File: src/rtl/dallanma_cozucu.sv
// Branch resolution queue: keeps up to four predicted branches in fetch order,
// checks each against the execute-stage outcome, and drives the predictor
// calibration and misprediction-recovery outputs one cycle after resolve.
module dallanma_cozucu (
    input  logic        clk_i,
    input  logic        rst_i,
    input  logic        ddb_durdur_i,
    input  logic        tahmin_gecerli_i,
    input  logic [18:1] tahmin_ps_i,
    input  logic        tahmin_ctipi_i,
    input  logic        tahmin_atladi_i,
    input  logic [18:1] tahmin_hedef_i,
    input  logic        cozum_gecerli_i,
    input  logic        cozum_atladi_i,
    input  logic [31:1] cozum_hedef_i,
    output logic [31:1] atlanan_ps_o,
    output logic        atlanan_ps_gecerli_o,
    output logic [18:1] guncelle_ps_o,
    output logic        yanlis_tahmin_o,
    output logic [31:1] duzeltilmis_ps_o,
    output logic        kuyruk_dolu_o,
    output logic        kuyruk_bos_o,
    output logic        hata_o
);

    typedef enum logic {
        NORMAL  = 1'b0,
        TEMIZLE = 1'b1
    } durum_t;

    // Queue storage (data only, never reset: validity is tracked by the count)
    logic [18:1] r_ps     [4];
    logic [3:0]  r_ctipi;
    logic [3:0]  r_atladi;
    logic [18:1] r_hedef  [4];

    // Control state
    durum_t      r_durum;
    logic [1:0]  r_rd_ptr;
    logic [1:0]  r_wr_ptr;
    logic [2:0]  r_count;
    logic        r_hata;

    // Registered pop outputs
    logic [31:1] r_atlanan_ps;
    logic        r_atlanan_gecerli;
    logic [18:1] r_guncelle_ps;
    logic        r_yanlis;
    logic [31:1] r_duzeltilmis;

    logic        w_dolu;
    logic        w_bos;
    logic        w_aktif;
    logic        w_pop;
    logic        w_push;
    logic        w_yanlis_kosul;
    logic        w_yanlis;
    logic        w_hata_set;
    logic [18:1] w_bas_ps;
    logic        w_bas_ctipi;
    logic        w_bas_atladi;
    logic [18:1] w_bas_hedef;
    logic [18:1] w_ardisik;
    logic [31:1] w_yonlendir;

    assign w_dolu  = (r_count == 3'd4);
    assign w_bos   = (r_count == 3'd0);

    // Push/pop only happen in NORMAL while the pipeline is not stalled
    assign w_aktif = (r_durum == NORMAL) && !ddb_durdur_i;

    assign w_bas_ps     = r_ps[r_rd_ptr];
    assign w_bas_ctipi  = r_ctipi[r_rd_ptr];
    assign w_bas_atladi = r_atladi[r_rd_ptr];
    assign w_bas_hedef  = r_hedef[r_rd_ptr];

    assign w_pop = w_aktif && cozum_gecerli_i && !w_bos;

    assign w_yanlis_kosul = (w_bas_atladi != cozum_atladi_i) ||
                            (w_bas_atladi && cozum_atladi_i &&
                             ({13'b0, w_bas_hedef} != cozum_hedef_i));
    assign w_yanlis = w_pop && w_yanlis_kosul;

    // A full queue still accepts a push when the same-cycle pop frees a slot;
    // a push alongside a mispredict is wrong-path and is discarded
    assign w_push = w_aktif && tahmin_gecerli_i && (!w_dolu || w_pop) && !w_yanlis;

    assign w_hata_set = w_aktif &&
                        ((cozum_gecerli_i && w_bos) ||
                         (tahmin_gecerli_i && w_dolu && !cozum_gecerli_i));

    // Fallthrough wraps inside the 18-bit halfword space before zero-extension
    assign w_ardisik   = w_bas_ps + (w_bas_ctipi ? 18'd1 : 18'd2);
    assign w_yonlendir = cozum_atladi_i ? cozum_hedef_i : {13'b0, w_ardisik};

    // Write the pushed record into the slot at the write pointer
    always_ff @(posedge clk_i) begin
        if (w_push) begin
            r_ps[r_wr_ptr]     <= tahmin_ps_i;
            r_ctipi[r_wr_ptr]  <= tahmin_ctipi_i;
            r_atladi[r_wr_ptr] <= tahmin_atladi_i;
            r_hedef[r_wr_ptr]  <= tahmin_hedef_i;
        end
    end

    // FSM with pointers, occupancy count and the sticky protocol error
    always_ff @(posedge clk_i) begin
        if (rst_i) begin
            r_durum  <= NORMAL;
            r_rd_ptr <= 2'd0;
            r_wr_ptr <= 2'd0;
            r_count  <= 3'd0;
            r_hata   <= 1'b0;
        end else begin
            if (w_hata_set) begin
                r_hata <= 1'b1;
            end
            case (r_durum)
                NORMAL: begin
                    if (w_yanlis) begin
                        // Flush everything younger than the mispredicted branch
                        r_rd_ptr <= r_wr_ptr;
                        r_count  <= 3'd0;
                        r_durum  <= TEMIZLE;
                    end else begin
                        if (w_pop) begin
                            r_rd_ptr <= r_rd_ptr + 2'd1;
                        end
                        if (w_push) begin
                            r_wr_ptr <= r_wr_ptr + 2'd1;
                        end
                        r_count <= r_count + {2'b0, w_push} - {2'b0, w_pop};
                    end
                end
                TEMIZLE: begin
                    // One cycle to let wrong-path fetch drain, then resume
                    if (!ddb_durdur_i) begin
                        r_durum <= NORMAL;
                    end
                end
                default: r_durum <= NORMAL;
            endcase
        end
    end

    // Register the calibration and recovery outputs for each pop
    always_ff @(posedge clk_i) begin
        if (rst_i) begin
            r_atlanan_ps      <= '0;
            r_atlanan_gecerli <= 1'b0;
            r_guncelle_ps     <= '0;
            r_yanlis          <= 1'b0;
            r_duzeltilmis     <= '0;
        end else begin
            r_atlanan_gecerli <= 1'b0;
            r_yanlis          <= 1'b0;
            if (w_pop) begin
                r_atlanan_ps      <= cozum_hedef_i;
                r_atlanan_gecerli <= cozum_atladi_i;
                r_guncelle_ps     <= w_bas_ps;
                r_yanlis          <= w_yanlis_kosul;
                r_duzeltilmis     <= w_yonlendir;
            end
        end
    end

    assign atlanan_ps_o         = r_atlanan_ps;
    assign atlanan_ps_gecerli_o = r_atlanan_gecerli;
    assign guncelle_ps_o        = r_guncelle_ps;
    assign yanlis_tahmin_o      = r_yanlis;
    assign duzeltilmis_ps_o     = r_duzeltilmis;
    assign kuyruk_dolu_o        = w_dolu;
    assign kuyruk_bos_o         = w_bos;
    assign hata_o               = r_hata;

endmodule

File: config.mk
export PLATFORM = sky130hd
export DESIGN_NAME = dallanma_cozucu
export DESIGN_NICKNAME = d
export VERILOG_FILES = /design/src/rtl/dallanma_cozucu.sv
export SDC_FILE = /design/constraint.sdc
export NUM_CORES = 1
export LEC_CHECK = 0
export CAP_MARGIN = 20
export CORE_ASPECT_RATIO = 1.4
export CORE_MARGIN = 10
export CORE_UTILIZATION = 30
export CTS_BUF_LIST = sky130_fd_sc_hd__clkbuf_8
export DETAILED_ROUTE_END_ITERATION = 10
export PLACE_DENSITY = 0.53
export SETUP_SLACK_MARGIN = 0.2
export SYNTH_ARGS = -nofsm -noshare
export SYNTH_HDL_FRONTEND = slang
export SYNTH_SLANG_ARGS = --single-unit
File: constraint.sdc
create_clock -name clk_i -period 13.1 [get_ports clk_i]
set_clock_uncertainty 0.2 [all_clocks]
set_input_delay 1.965 -clock clk_i [delete_from_list [all_inputs] [get_ports clk_i]]
set_output_delay 1.965 -clock clk_i [all_outputs]
set_load 0.01 [all_outputs]
Word level (Yosys, flattened, before mapping)
Memories as Yosys holds them, arrays and structs flattened. A register that Yosys moved wholly into a read port is not among the register bits.
Index checks and enable logic that the tools add are counted.
Widths: inputs -> output; s select.
- register bits: 99
- latch bits: 0
- RAM bits: 144
- ROM bits: 0
- input port bits: 75
- output and inout bits: 85
- logic and storage cells: 77
- memories kept: 2
- memories (memory ; depth ; bits a word ; rd ports ; clocked after memory_dff ; write ports ; line ; text):
    r_hedef ; 4 ; 18 ; 1 ; 1 ; 1 ; 35 ; logic [18:1] r_hedef [4];
    r_ps ; 4 ; 18 ; 1 ; 1 ; 1 ; 32 ; logic [18:1] r_ps [4];
- add/subtract/negate cells: 5
- multipliers: 0
- div/mod/pow operators: 0
- $lt $le $gt $ge: 3
- eq/ne operators: 3
- shifts and indexed selects: 0
- mux-type cells: 22
- bitwise gates (word level): 3
- reduce and logical (&&, ||, !) cells: 27
- operators with widths (kind ; count):
    $mux 31 ; 1
    $ne 18x31->1 ; 1
    $add 18x2->18 ; 1
    $logic_and 1x1->1 ; 14
    $mux 2 ; 7
    $bwmux 4 ; 2
    $mux 1 ; 7
    $lt 2x3->1 const B ; 2
    $logic_not 1->1 ; 5
    $add 2x1->2 const B ; 2
    $bmux 1 s2 ; 2
    $add 3x1->3 ; 1
    $eq 3x3->1 const B ; 1
    $logic_not 3->1 ; 1
    $logic_or 1x1->1 ; 3
    $mux 3 ; 1
    $not 1->1 ; 3
    $reduce_and 3->1 ; 1
    $sub 3x1->3 ; 1
    $demux 1 s2 ; 1
    $ge 2x1->1 const B ; 1
    $pmux 1 s2 ; 1
    $reduce_and 2->1 ; 1
    $reduce_bool 2->1 ; 1
    2 further kinds ; 2

Depth between registers and ports, before layout
Gate-level depths: netlist (run 1).
- depth after elaboration: 11
- gate-level depth with buffers: 20
- depth with buffers taken out: 18

Worst setup path after synthesis (run 1)
Ideal clock, no wire load.
- path type: input -> register
- start: input cozum_atladi_i
- end: register r_count[2]
- library setup time: 74 ps
- data arrival time: 4934 ps
- data required time: 12826 ps
- path slack: 7892 ps
- stages: 16
- path buffers: 0
- cell sequence: ha_1 -> nor4_1 -> nand4_1 -> a311oi_1 -> nand3_1 -> o32a_1 -> a21oi_2 -> inv_1 -> ha_1 -> inv_1 -> ha_1 -> inv_1 -> fa_1 -> xnor2_1 -> a2111o_1 -> a31oi_1
- cells in the longest elaborated chain, start to end: 9
- elaborated cells on any way between the ends: 10
- classes of those cells: add/sub (2); eq/ne (1); mux (1); reduce/logical (6)
- ends and longest elaborated chain (what ; line ; text):
    from (decl) ; 14 ; input logic cozum_atladi_i,
    $logic_and 1x1->1 (2 in series) ; 80 ; (w_bas_atladi && cozum_atladi_i &&
    $logic_or 1x1->1 * ; 79 ; assign w_yanlis_kosul = (w_bas_atladi != cozum_atladi_i) ||
    $logic_and 1x1->1 * ; 82 ; assign w_yanlis = w_pop && w_yanlis_kosul;
    $logic_not 1->1 ; 86 ; assign w_push = w_aktif && tahmin_gecerli_i && (!w_dolu || w_pop) && !w_yanlis;
    $logic_and 1x1->1 ; 86 ;
    $add 3x1->3 ; 132 ; r_count <= r_count + {2'b0, w_push} - {2'b0, w_pop};
    $sub 3x1->3 ; 132 ;
    $mux 3 * ; 120 ; if (w_yanlis) begin
    to (signal assigned) ; 132 ;
    to (decl) ; 41 ; logic [2:0] r_count;
Mark *: on every way between the ends. The rest lies on a longest branch, timed or not.
A chain may end at the register's enable or synchronous reset.

Worst setup path after layout (run 1)
Same ends and word-level chain as after synthesis.

==> run metrics, run 1 <==
slew at the pin closest to its max-slew limit=0.954 ns; Die Footprint=40000 um2; CTS Buf Count=40; max-slew violation count=0; met2 routed WL=13700 um; clock-pin slew on the worst setup and hold paths=0.06 ns; Die H=233 um; warnings from Yosys=0; cts repair resizes=0; Hold Vio Cnt, Final=0; Cell variety after synth=45; Crit Path Max Fanout=36; synthesized flop and latch total=245; startpoint types=input port; Starting Density=0.305; Post-Synthesis Net Count=828; fin crit share=0.462; remaining global-route overflow=0; vias in the first global route=6505; Max transition margin=0.362; Final Non-Filler Cells=1342; final setup violation count=0; Remaining DRCs=0; drt total wl=27100 um; CTS Hold Bufs=0; Root Buffer Master=clkbuf_8; dpl cells=1265; Power Total=1.93 mW; Mapped Cells=742; Leak Pwr=4.09 nW; Seq/Total Area, Yosys=0.663; Post-synth ARST share=0; CP arrival=6.33 ns; routed wl met3=1810 um; post-route ant nets=0; status=complete, no violations; number of nets in the layout=998; TritonCTS sink count=245; CP Class=in2reg; TritonCTS clock tree=built; setup TNS=0 ns; DRT iter0 DRCs=405; WHS=0.251 ns; largest net degree at the start of global routing=82; area grow syn2layout=28.7%; first-pass GRT wire length=40500 um; row cnt=77; Final Util=0.392; Post-synth EDFFs=152; Critical Path End Type=flop; RePlAce Congestion=0.763; Fmax=165 MHz; Max IR drop VDD=0.0774 mV; Max-Cap Viols=0; M1 wire length=11000 um; DR WL/cell=20.2 um; DP HPWL=18000 um; Worst-Skew Late Latency=0.55 ns; pwr/cell area=155 nW/um2; filler cell count=3081; Syn Area/Cell=13.1 um2; CORE AREA=31800 um2; RSZ-0062 raised after global routing=no; layout cell share with drive strength beyond 1=0.117; IO Pins=160; main flop type after synthesis=edfxtp_1; Total GRT Usage=0.134; Top Layer Used=met4; drt pass-1 iters=4; CP required=13.37 ns; setup bufs post-CTS=0; vias per cell=4.71; DR vias=6318; initial antenna violation count=2; CTS H-tree depth=2; synthesized area=9690 um2; Port Buffers=159; largest buffer count on any clock path=3; hold crit path type=reg2reg; Die X=172 um; Tmin final=6.06 ns
synth_stat cells, types with 2 or more instances:
cell type,instances,area (um2)
buf_6,3,33.8
ha_1,9,113
mux4_1,3,78.8
a21o_1,3,22.5
mux4_2,27,608
nor2_1,16,60.1
inv_1,14,52.6
mux2_2,2,22.5
and2_1,6,37.5
o21ai_0,18,90.1
buf_2,5,25.0
and3_1,2,12.5
nand3_1,16,80.1
mux2i_1,19,190
dfxtp_1,93,1860
a21oi_1,77,385
xor2_1,18,158
nor3b_1,3,22.5
nand2_1,154,578
buf_1,5,18.8
a31oi_1,5,31.3
and4_1,2,17.5
clkbuf_1,28,105
nand2b_1,3,18.8
nor3_1,3,15.0
xnor2_1,19,166
a211o_1,2,17.5
edfxtp_1,152,4560
nand4_1,2,12.5
a22o_1,13,114
nor4_1,4,25.0
a211oi_1,2,15.0
fa_1,2,40.0
where the power goes:
part	switching (mW)	total [mW]	internal, mW
logic	0.208	0.377	0.169
registers	0.0290	0.912	0.882
clock network	0.301	0.646	0.345
metrics by stage:
| step | instance area [um2] | setup slack, ns |
|---|---|---|
| detailed placement | 11700 | 6.47 |
| global route | 12500 | 6.73 |
| floorplan | 9690 | 7.89 |
| finish | 12500 | 7.04 |
| global placement | 11700 | 6.64 |
| CTS | 12500 | 7.03 |
state kept, by name (all words and copies together), names as in the netlist, named ones only:
name,flops
atlanan_ps_gecerli_o,1
atlanan_ps_o,31
duzeltilmis_ps_o,31
guncelle_ps_o,18
hata_o,1
r_atladi,4
r_count,3
r_ctipi,4
r_durum,1
r_hedef,72
r_ps,72
r_rd_ptr,2
r_wr_ptr,2
yanlis_tahmin_o,1
cells in the final DEF (no fill, tap or decap), types with 13 or more instances in the layout:
master,count
edfxtp_1,152
nand3_1,16
xor2_1,18
inv_1,24
xnor2_1,19
a21oi_1,77
o21ai_0,18
clkbuf_8,50
nor2_1,16
clkdlybuf4s50_1,158
mux4_2,27
dfxtp_1,91
mux2i_1,19
a22o_1,13
nand2_1,153
logic make-up (layout without fill, tap and decap cells):
kind of cell / count (synthesis) / in the layout / synth area share
DFF: 245 / 245 / 0.663
and+or+nand+nor: 216 / 216 / 0.0947
AOI/OAI and AO/OA: 126 / 126 / 0.0754
buffers and inverters: 56 / 258 / 0.0250
muxes: 51 / 51 / 0.0928
xor gates and xnor gates: 37 / 37 / 0.0334
adders and majority gates: 11 / 11 / 0.0157
other: 0 / 3 / 0
area by class of cell:
| class | instances | area (um2) | share of cell area |
|---|---|---|---|
| clock buffers | 50 | 688 | 0.0551 |
| flip-flops and latches | 245 | 6430 | 0.515 |
| clock inverters | 24 | 105 | 0.00842 |
| inverters | 14 | 52.6 | 0.00421 |
| multi-input cells | 441 | 3030 | 0.243 |
| repair buffers | 170 | 1670 | 0.134 |
| diodes | 3 | 7.51 | 0.000602 |
| well taps | 395 | 494 | 0.0396 |
path summary, 6_finish.rpt:
path	from	to	slack [ns]	cells after the start
max	cozum_atladi_i	r_count[2]	7.04	18
min	atlanan_ps_o[31]	atlanan_ps_o[31]	0.25	2
max reg2reg	flop	r_count[2]	8.10	16
min reg2reg	atlanan_ps_o[31]	atlanan_ps_o[31]	0.25	2
per-layer routing:
layer  GRT usage  vias to the layer above
met1       0.159                     3073
met4      0.0462                        0
li1            -                     3036
met5           0                        -
met3      0.0363                       36
met2       0.227                      173
critical path, cell delays in order:
cell and delay, ns:
clkdlybuf4s50_1 0.46, buf_4 0.37, ha_1 0.32, nor4_1 0.17, nand4_1 0.15, a311oi_1 0.27
nand3_1 0.12, o32a_1 0.47, a21oi_2 0.35, inv_1 0.08, ha_1 0.27, inv_1 0.06
ha_1 0.14, inv_1 0.05, fa_1 0.37, xnor2_1 0.15, a2111o_1 0.39, a31oi_1 0.15
No activity file was read; power rests on OpenSTA's default activity.
==> run 2, diff against run 1 <==
--- a/config.mk
+++ b/config.mk
@@ -11,7 +11,7 @@
 export CORE_UTILIZATION = 30
 export CTS_BUF_LIST = sky130_fd_sc_hd__clkbuf_8
 export DETAILED_ROUTE_END_ITERATION = 10
-export PLACE_DENSITY = 0.53
+export PLACE_DENSITY = 0.55
 export SETUP_SLACK_MARGIN = 0.2
 export SYNTH_ARGS = -nofsm -noshare
 export SYNTH_HDL_FRONTEND = slang
==> constraint.sdc (replaced) <==
create_clock -name clk_i -period 5.4 [get_ports clk_i]
set_clock_uncertainty 0.2 [all_clocks]
set_input_delay 0.81 -clock clk_i [delete_from_list [all_inputs] [get_ports clk_i]]
set_output_delay 0.81 -clock clk_i [all_outputs]
set_load 0.01 [all_outputs]
==> run metrics, run 2 (synthesis gave the netlist of run 1 again) <==
worst path bufs/invs=3 (was 5); CORE AREA=31800 um2 (unchanged); Max IR drop VDD=0.124 mV (was 0.0774 mV); DR vias=6372 (was 6318); fin crit share=0.886; remaining global-route overflow=0 (unchanged); initial antenna violation count=3 (was 2); first-pass GRT wire length=40700 um (was 40500 um); max-slew violation count=0 (unchanged); IO Pins=160 (unchanged); Max transition margin=0.391 (was 0.362); post-route ant nets=0 (unchanged); max incr delay on CP=0.54 ns (was 0.47 ns); TritonCTS sink count=245 (unchanged); CP Class=reg2reg (was in2reg); Remaining DRCs=0 (unchanged); vias in the first global route=6593 (was 6505); pwr/cell area=373 nW/um2 (was 155 nW/um2); global routing usage on met1=0.157 (was 0.159); filler cell count=3068 (was 3081); Root Buffer Master=clkbuf_8 (unchanged); Stages on worst setup path=17 (was 18); dpl cells=1269 (was 1265); DRT iter0 DRCs=355 (was 405); CP delay by family, top=compound AO/OA/AOI/OAI gates (unchanged); Final Non-Filler Cells=1344 (was 1342); CTS H-tree depth=2 (unchanged); clock-pin slew on the worst setup and hold paths=0.06 ns (about the same); RSZ-0062 raised after global routing=no (unchanged); Hold Vio Cnt, Final=0 (unchanged); drt total wl=27600 um (was 27100 um); setup TNS=0 ns (unchanged); Fmax=209 MHz; Area after DPL=11800 um2 (was 11700 um2); Die X=172 um (unchanged); TritonCTS clock tree=built (unchanged); Total GRT Usage=0.135 (was 0.134); status=complete, no violations (unchanged); Critical Path End Type=flop (unchanged); Leak Pwr=4.11 nW (was 4.09 nW); Worst-Skew Late Latency=0.56 ns (was 0.55 ns); row cnt=77 (unchanged); cts repair resizes=0 (unchanged); Tmin final=4.78 ns; setup bufs post-CTS=0 (unchanged); drt pass-1 iters=4 (unchanged); vias per cell=4.74 (was 4.71); final setup violation count=0 (unchanged); CP required=5.69 ns (was 13.37 ns); startpoint types=flop (was input port); met3 Resource Use GR=0.0375 (was 0.0363); number of nets in the layout=1002 (was 998); Port Buffers=159 (unchanged); commonest non-fill, non-tap cell in the layout=clkdlybuf4s50_1 (unchanged); DR WL/cell=20.5 um (was 20.2 um); slew at the pin closest to its max-slew limit=0.911 ns (was 0.954 ns); area grow syn2layout=29.0% (was 28.7%); Crit Path Max Fanout=7 (was 36); Die Footprint=40000 um2 (unchanged); most frequent cells in the layout=158 x clkdlybuf4s50_1, 153 x nand2_1, 152 x edfxtp_1 (unchanged); CP arrival=5.07 ns (was 6.33 ns); Critical-path top delay cell=mux4_2 (was o32a_1); RePlAce Congestion=0.769 (was 0.763); Hold Path Depth=2 (unchanged); Die H=233 um (unchanged); crit-path cells=mux4_2 > ha_1 > nor4_1 > nand4_1 > a311oi_1 > nand3_1 > o32a_1 > a21oi_2 > inv_1 > ha_1 > inv_1 > ha_1 > inv_1 > fa_1 > xnor2_1 > a2111o_1 > a31oi_1 (was clkdlybuf4s50_1 > buf_4 > ha_1 > nor4_1 > nand4_1 > a311oi_1 > nand3_1 > o32a_1 > a21oi_2 > inv_1 > ha_1 > inv_1 > ha_1 > inv_1 > fa_1 > xnor2_1 > a2111o_1 > a31oi_1); GR peak layer=met2 (unchanged); Starting Density=0.305 (unchanged); GR met2 Demand/Resource=0.229 (was 0.227); CTS Hold Bufs=0 (unchanged); CTS Buf Count=40 (unchanged); layout cell share with drive strength beyond 1=0.111 (was 0.117); largest net degree at the start of global routing=75 (was 82); Largest regs=r_hedef (72), r_ps (72) (unchanged); largest buffer count on any clock path=3 (unchanged); Max-Cap Viols=0 (unchanged); hold crit path type=reg2reg (unchanged); r2r worst-path depth=17 (was 16); DP HPWL=19400 um (was 18000 um); fin area=12500 um2 (about the same)
==> run 2: changes by cell type in the layout (fill, tap and decap cells not counted), moves of 4 or more <==
cell	before	now
inv_1	24	31
clkinv_2	6	2
clkbuf_8	50	43
buf_12	0	4
==> run 2: metal layers <==
metal / wire length (um) / vias up
met3: 1860 / 47
met2: 13900 / 172
met4: 745 / 2
met1: 11000 / 3108
li1: - / 3043
met5: 13 / -
==> run 2: area by class of cell <==
type                       count  area, um2  area share
sequential                   245       6430       0.514
multi-input combinational    441       3030       0.242
timing repair buffer         174       1750       0.140
clock buffer                  43        592      0.0473
tap                          395        494      0.0395
clock inverter                30        153      0.0122
inverter                      14       52.6     0.00420
antenna                        2       5.00    0.000400
==> run 2: path summary, 6_finish.rpt <==
check,start,end,slack [ns]
hold / removal,atlanan_ps_o[26],atlanan_ps_o[26],0.25
setup / recovery,r_rd_ptr[0],r_count[2],0.62
setup reg to reg,r_rd_ptr[0],r_count[2],0.62
hold reg to reg,atlanan_ps_o[26],atlanan_ps_o[26],0.25
==> run 2: tightest hold or removal path, cell delays in order (launching register included) <==
cell,delay [ns]
dfxtp_1,0.30
nand2_1,0.05
a21oi_1,0.05
==> run 2: power breakdown <==
group	switching [mW]	total (mW)	internal, mW
Sequential	0.0782	2.22	2.14
Clock	0.735	1.52	0.783
Combinational	0.509	0.927	0.418
==> run 2: per-stage QoR <==
step           power [mW]  hold WS [ns]   util  worst slack [ns]
3_3_place_gp         3.20         0.242  0.370             0.505
5_1_grt              4.89         0.265  0.393             0.291
2_1_floorplan        2.76         0.272      -              1.24
6_report             4.66         0.251  0.393             0.618
3_5_place_dp         3.21         0.246  0.370             0.348
4_1_cts              4.73         0.254  0.393             0.597
==> run 3, diff against run 2 <==
--- a/config.mk
+++ b/config.mk
@@ -11,7 +11,7 @@
 export CORE_UTILIZATION = 30
 export CTS_BUF_LIST = sky130_fd_sc_hd__clkbuf_8
 export DETAILED_ROUTE_END_ITERATION = 10
-export PLACE_DENSITY = 0.55
+export PLACE_DENSITY = 0.63
 export SETUP_SLACK_MARGIN = 0.2
 export SYNTH_ARGS = -nofsm -noshare
 export SYNTH_HDL_FRONTEND = slang
==> constraint.sdc (replaced) <==
create_clock -name clk_i -period 5.4 [get_ports clk_i]
set_clock_uncertainty 0.2 [all_clocks]
set_input_delay 0.54 -clock clk_i [delete_from_list [all_inputs] [get_ports clk_i]]
set_output_delay 0.54 -clock clk_i [all_outputs]
set_load 0.01 [all_outputs]
==> run metrics, run 3 (synthesis gave the netlist of run 1 again) <==
r2r worst-path depth=17 (unchanged); CTS Hold Bufs=0 (unchanged); Clock Power Share=0.329 (was 0.325); Largest regs=r_hedef (72), r_ps (72) (unchanged); CORE AREA=31800 um2 (unchanged); CP required=5.65 ns (was 5.69 ns); Die X=172 um (unchanged); RSZ-0062 raised after global routing=no (unchanged); vias per cell=4.75 (was 4.74); TritonCTS sink count=245 (unchanged); Hold Path Depth=2 (unchanged); power share of the combinational group=0.195 (was 0.199); Crit Path Max Fanout=11 (was 7); Root Buffer Master=clkbuf_8 (unchanged); RePlAce Congestion=0.769 (about the same); status=complete, no violations (unchanged); largest buffer count on any clock path=3 (unchanged); vias in the first global route=6555 (was 6593); Die H=233 um (unchanged); fin crit share=0.902 (was 0.886); Max transition margin=0.364 (was 0.391); Reg2Reg Setup Slack=0.53 ns (was 0.62 ns); number of nets in the layout=997 (was 1002); CP Class=reg2reg (unchanged); Max IR drop VDD=0.158 mV (was 0.124 mV); hold crit path type=reg2reg (unchanged); drt pass-1 iters=4 (unchanged); Reg power frac=0.476 (about the same); commonest non-fill, non-tap cell in the layout=clkdlybuf4s50_1 (unchanged); row cnt=77 (unchanged); Tmin final=4.87 ns (was 4.78 ns); layout cell share with drive strength beyond 1=0.115 (was 0.111); Hold Vio Cnt, Final=0 (unchanged); Total GRT Usage=0.131 (was 0.135); Net Sw Power=1.30 mW (was 1.32 mW); sw frac=0.278 (was 0.284); Critical Path End Type=flop (unchanged); DR vias=6365 (was 6372); initial antenna violation count=6 (was 3); CTS Buf Count=38 (was 40); setup TNS=0 ns (unchanged); TritonCTS clock tree=built (unchanged); Fmax=205 MHz (was 209 MHz); Worst-Skew Late Latency=0.54 ns (was 0.56 ns); slew at the pin closest to its max-slew limit=0.954 ns (was 0.911 ns); Max-Cap Viols=0 (unchanged); max-slew violation count=0 (unchanged); area grow syn2layout=28.6% (was 29.0%); largest net degree at the start of global routing=75 (unchanged); Final Util=0.392 (was 0.393); WHS Endpoint=atlanan_ps_o[10] (was atlanan_ps_o[26]); DRT iter0 DRCs=367 (was 355); DP HPWL=18600 um (was 19400 um); worst r2r dst=r_count[2] (unchanged); Starting Density=0.305 (unchanged); hold path start=atlanan_ps_o[10] (was atlanan_ps_o[26]); drt total wl=26700 um (was 27600 um); first-pass GRT wire length=39600 um (was 40700 um); Remaining DRCs=0 (unchanged); most frequent cells in the layout=158 x clkdlybuf4s50_1, 153 x nand2_1, 152 x edfxtp_1 (unchanged); CP arrival=5.12 ns (was 5.07 ns); DR WL/cell=20.0 um (was 20.5 um); Power Internal=3.37 mW (was 3.34 mW); IO Pins=160 (unchanged); remaining global-route overflow=0 (unchanged); post-route ant nets=0 (unchanged); FF-to-FF Start=r_rd_ptr[0] (unchanged); final setup violation count=0 (unchanged); pwr/cell area=374 nW/um2 (was 373 nW/um2); Port Buffers=159 (unchanged); Leak Pwr=4.10 nW (was 4.11 nW); clock-pin slew on the worst setup and hold paths=0.07 ns (was 0.06 ns); CTS H-tree depth=2 (unchanged); Die Footprint=40000 um2 (unchanged); startpoint types=flop (unchanged)
[run 3: cell types whose count changed in the layout (fill, tap and decap cells not counted), moves of 2 or more]
cell,previous run,this run
clkbuf_8,43,49
inv_1,31,26
buf_12,4,0
clkinv_1,6,2
clkinvlp_4,3,0
clkinv_2,2,4
clkinv_4,0,2
[run 3: power by group through the flow]
stage                     Sequential, mW  Combinational, mW  Clock [mW]
after CTS                           2.22              0.927        1.59
after global placement              2.25              0.917           0
after detailed placement            2.26              0.923           0
final                               2.22              0.910        1.54
after floorplan                     2.27              0.481           0
after global routing                2.24               1.00        1.66
[run 3: layer usage]
layer  up-vias  global-route usage  part of all wire  wire [um]
li1       3026                   -                 -          -
met1      3097               0.148              0.39      10500
met2       193               0.226              0.51      13600
met3        43              0.0403             0.075       2010
met4         6              0.0481             0.022        576
met5         -                   0            0.0013         36
[run 3: through the flow]
stage	worst slack, ns	hold WS [ns]	power, mW	std cells	area, um2
after global placement	0.602	0.239	3.17	1266	11700
after global routing	0.268	0.273	4.90	1339	12500
after floorplan	1.24	0.272	2.76	742	9690
final	0.531	0.252	4.67	1339	12500
after CTS	0.463	0.256	4.74	1336	12500
after detailed placement	0.513	0.248	3.18	1266	11700
[run 3: worst max-delay path by stage]
stage / startpoint / endpoint / slack (ns) / cells past startpoint
2_1_floorplan: r_rd_ptr[0] / r_count[2] / 1.24 / 17
3_3_place_gp: cozum_hedef_i[26] / r_count[2] / 0.60 / 16
3_5_place_dp: r_rd_ptr[0] / r_count[2] / 0.51 / 17
4_1_cts: r_rd_ptr[0] / r_count[2] / 0.46 / 17
5_1_grt: r_rd_ptr[0] / r_count[2] / 0.27 / 17
6_report: r_rd_ptr[0] / r_count[2] / 0.53 / 17
[run 3: worst max-delay path, cell delays in order, from the launching register on]
cell      delay (ns)
dfxtp_1         0.47
mux4_2          0.54
ha_1            0.33
nor4_1          0.18
nand4_1         0.21
a311oi_1        0.26
nand3_1         0.14
o32a_1          0.49
a21oi_4         0.30
inv_1           0.07
ha_1            0.26
inv_1           0.06
ha_1            0.14
inv_1           0.05
fa_1            0.39
xnor2_1         0.16
a2111o_1        0.39
a31oi_1         0.15
[run 3: area by class of cell]
| class | count | area [um2] |
|---|---|---|
| fillers | 3046 | 19300 |
| flip-flops and latches | 245 | 6430 |
| multi-input cells | 441 | 3040 |
| repair buffers | 171 | 1680 |
| clock buffers | 49 | 674 |
| well taps | 395 | 494 |
| clock inverters | 21 | 93.8 |
| inverters | 14 | 52.6 |
| diodes | 3 | 7.51 |
[run 3: timing repair]
item                                    4_1_cts  5_1_grt
gates resized for setup                       0        1
endpoints found under the setup margin        0        1
hold endpoints to repair                      0        0
setup buffers                                 0        0
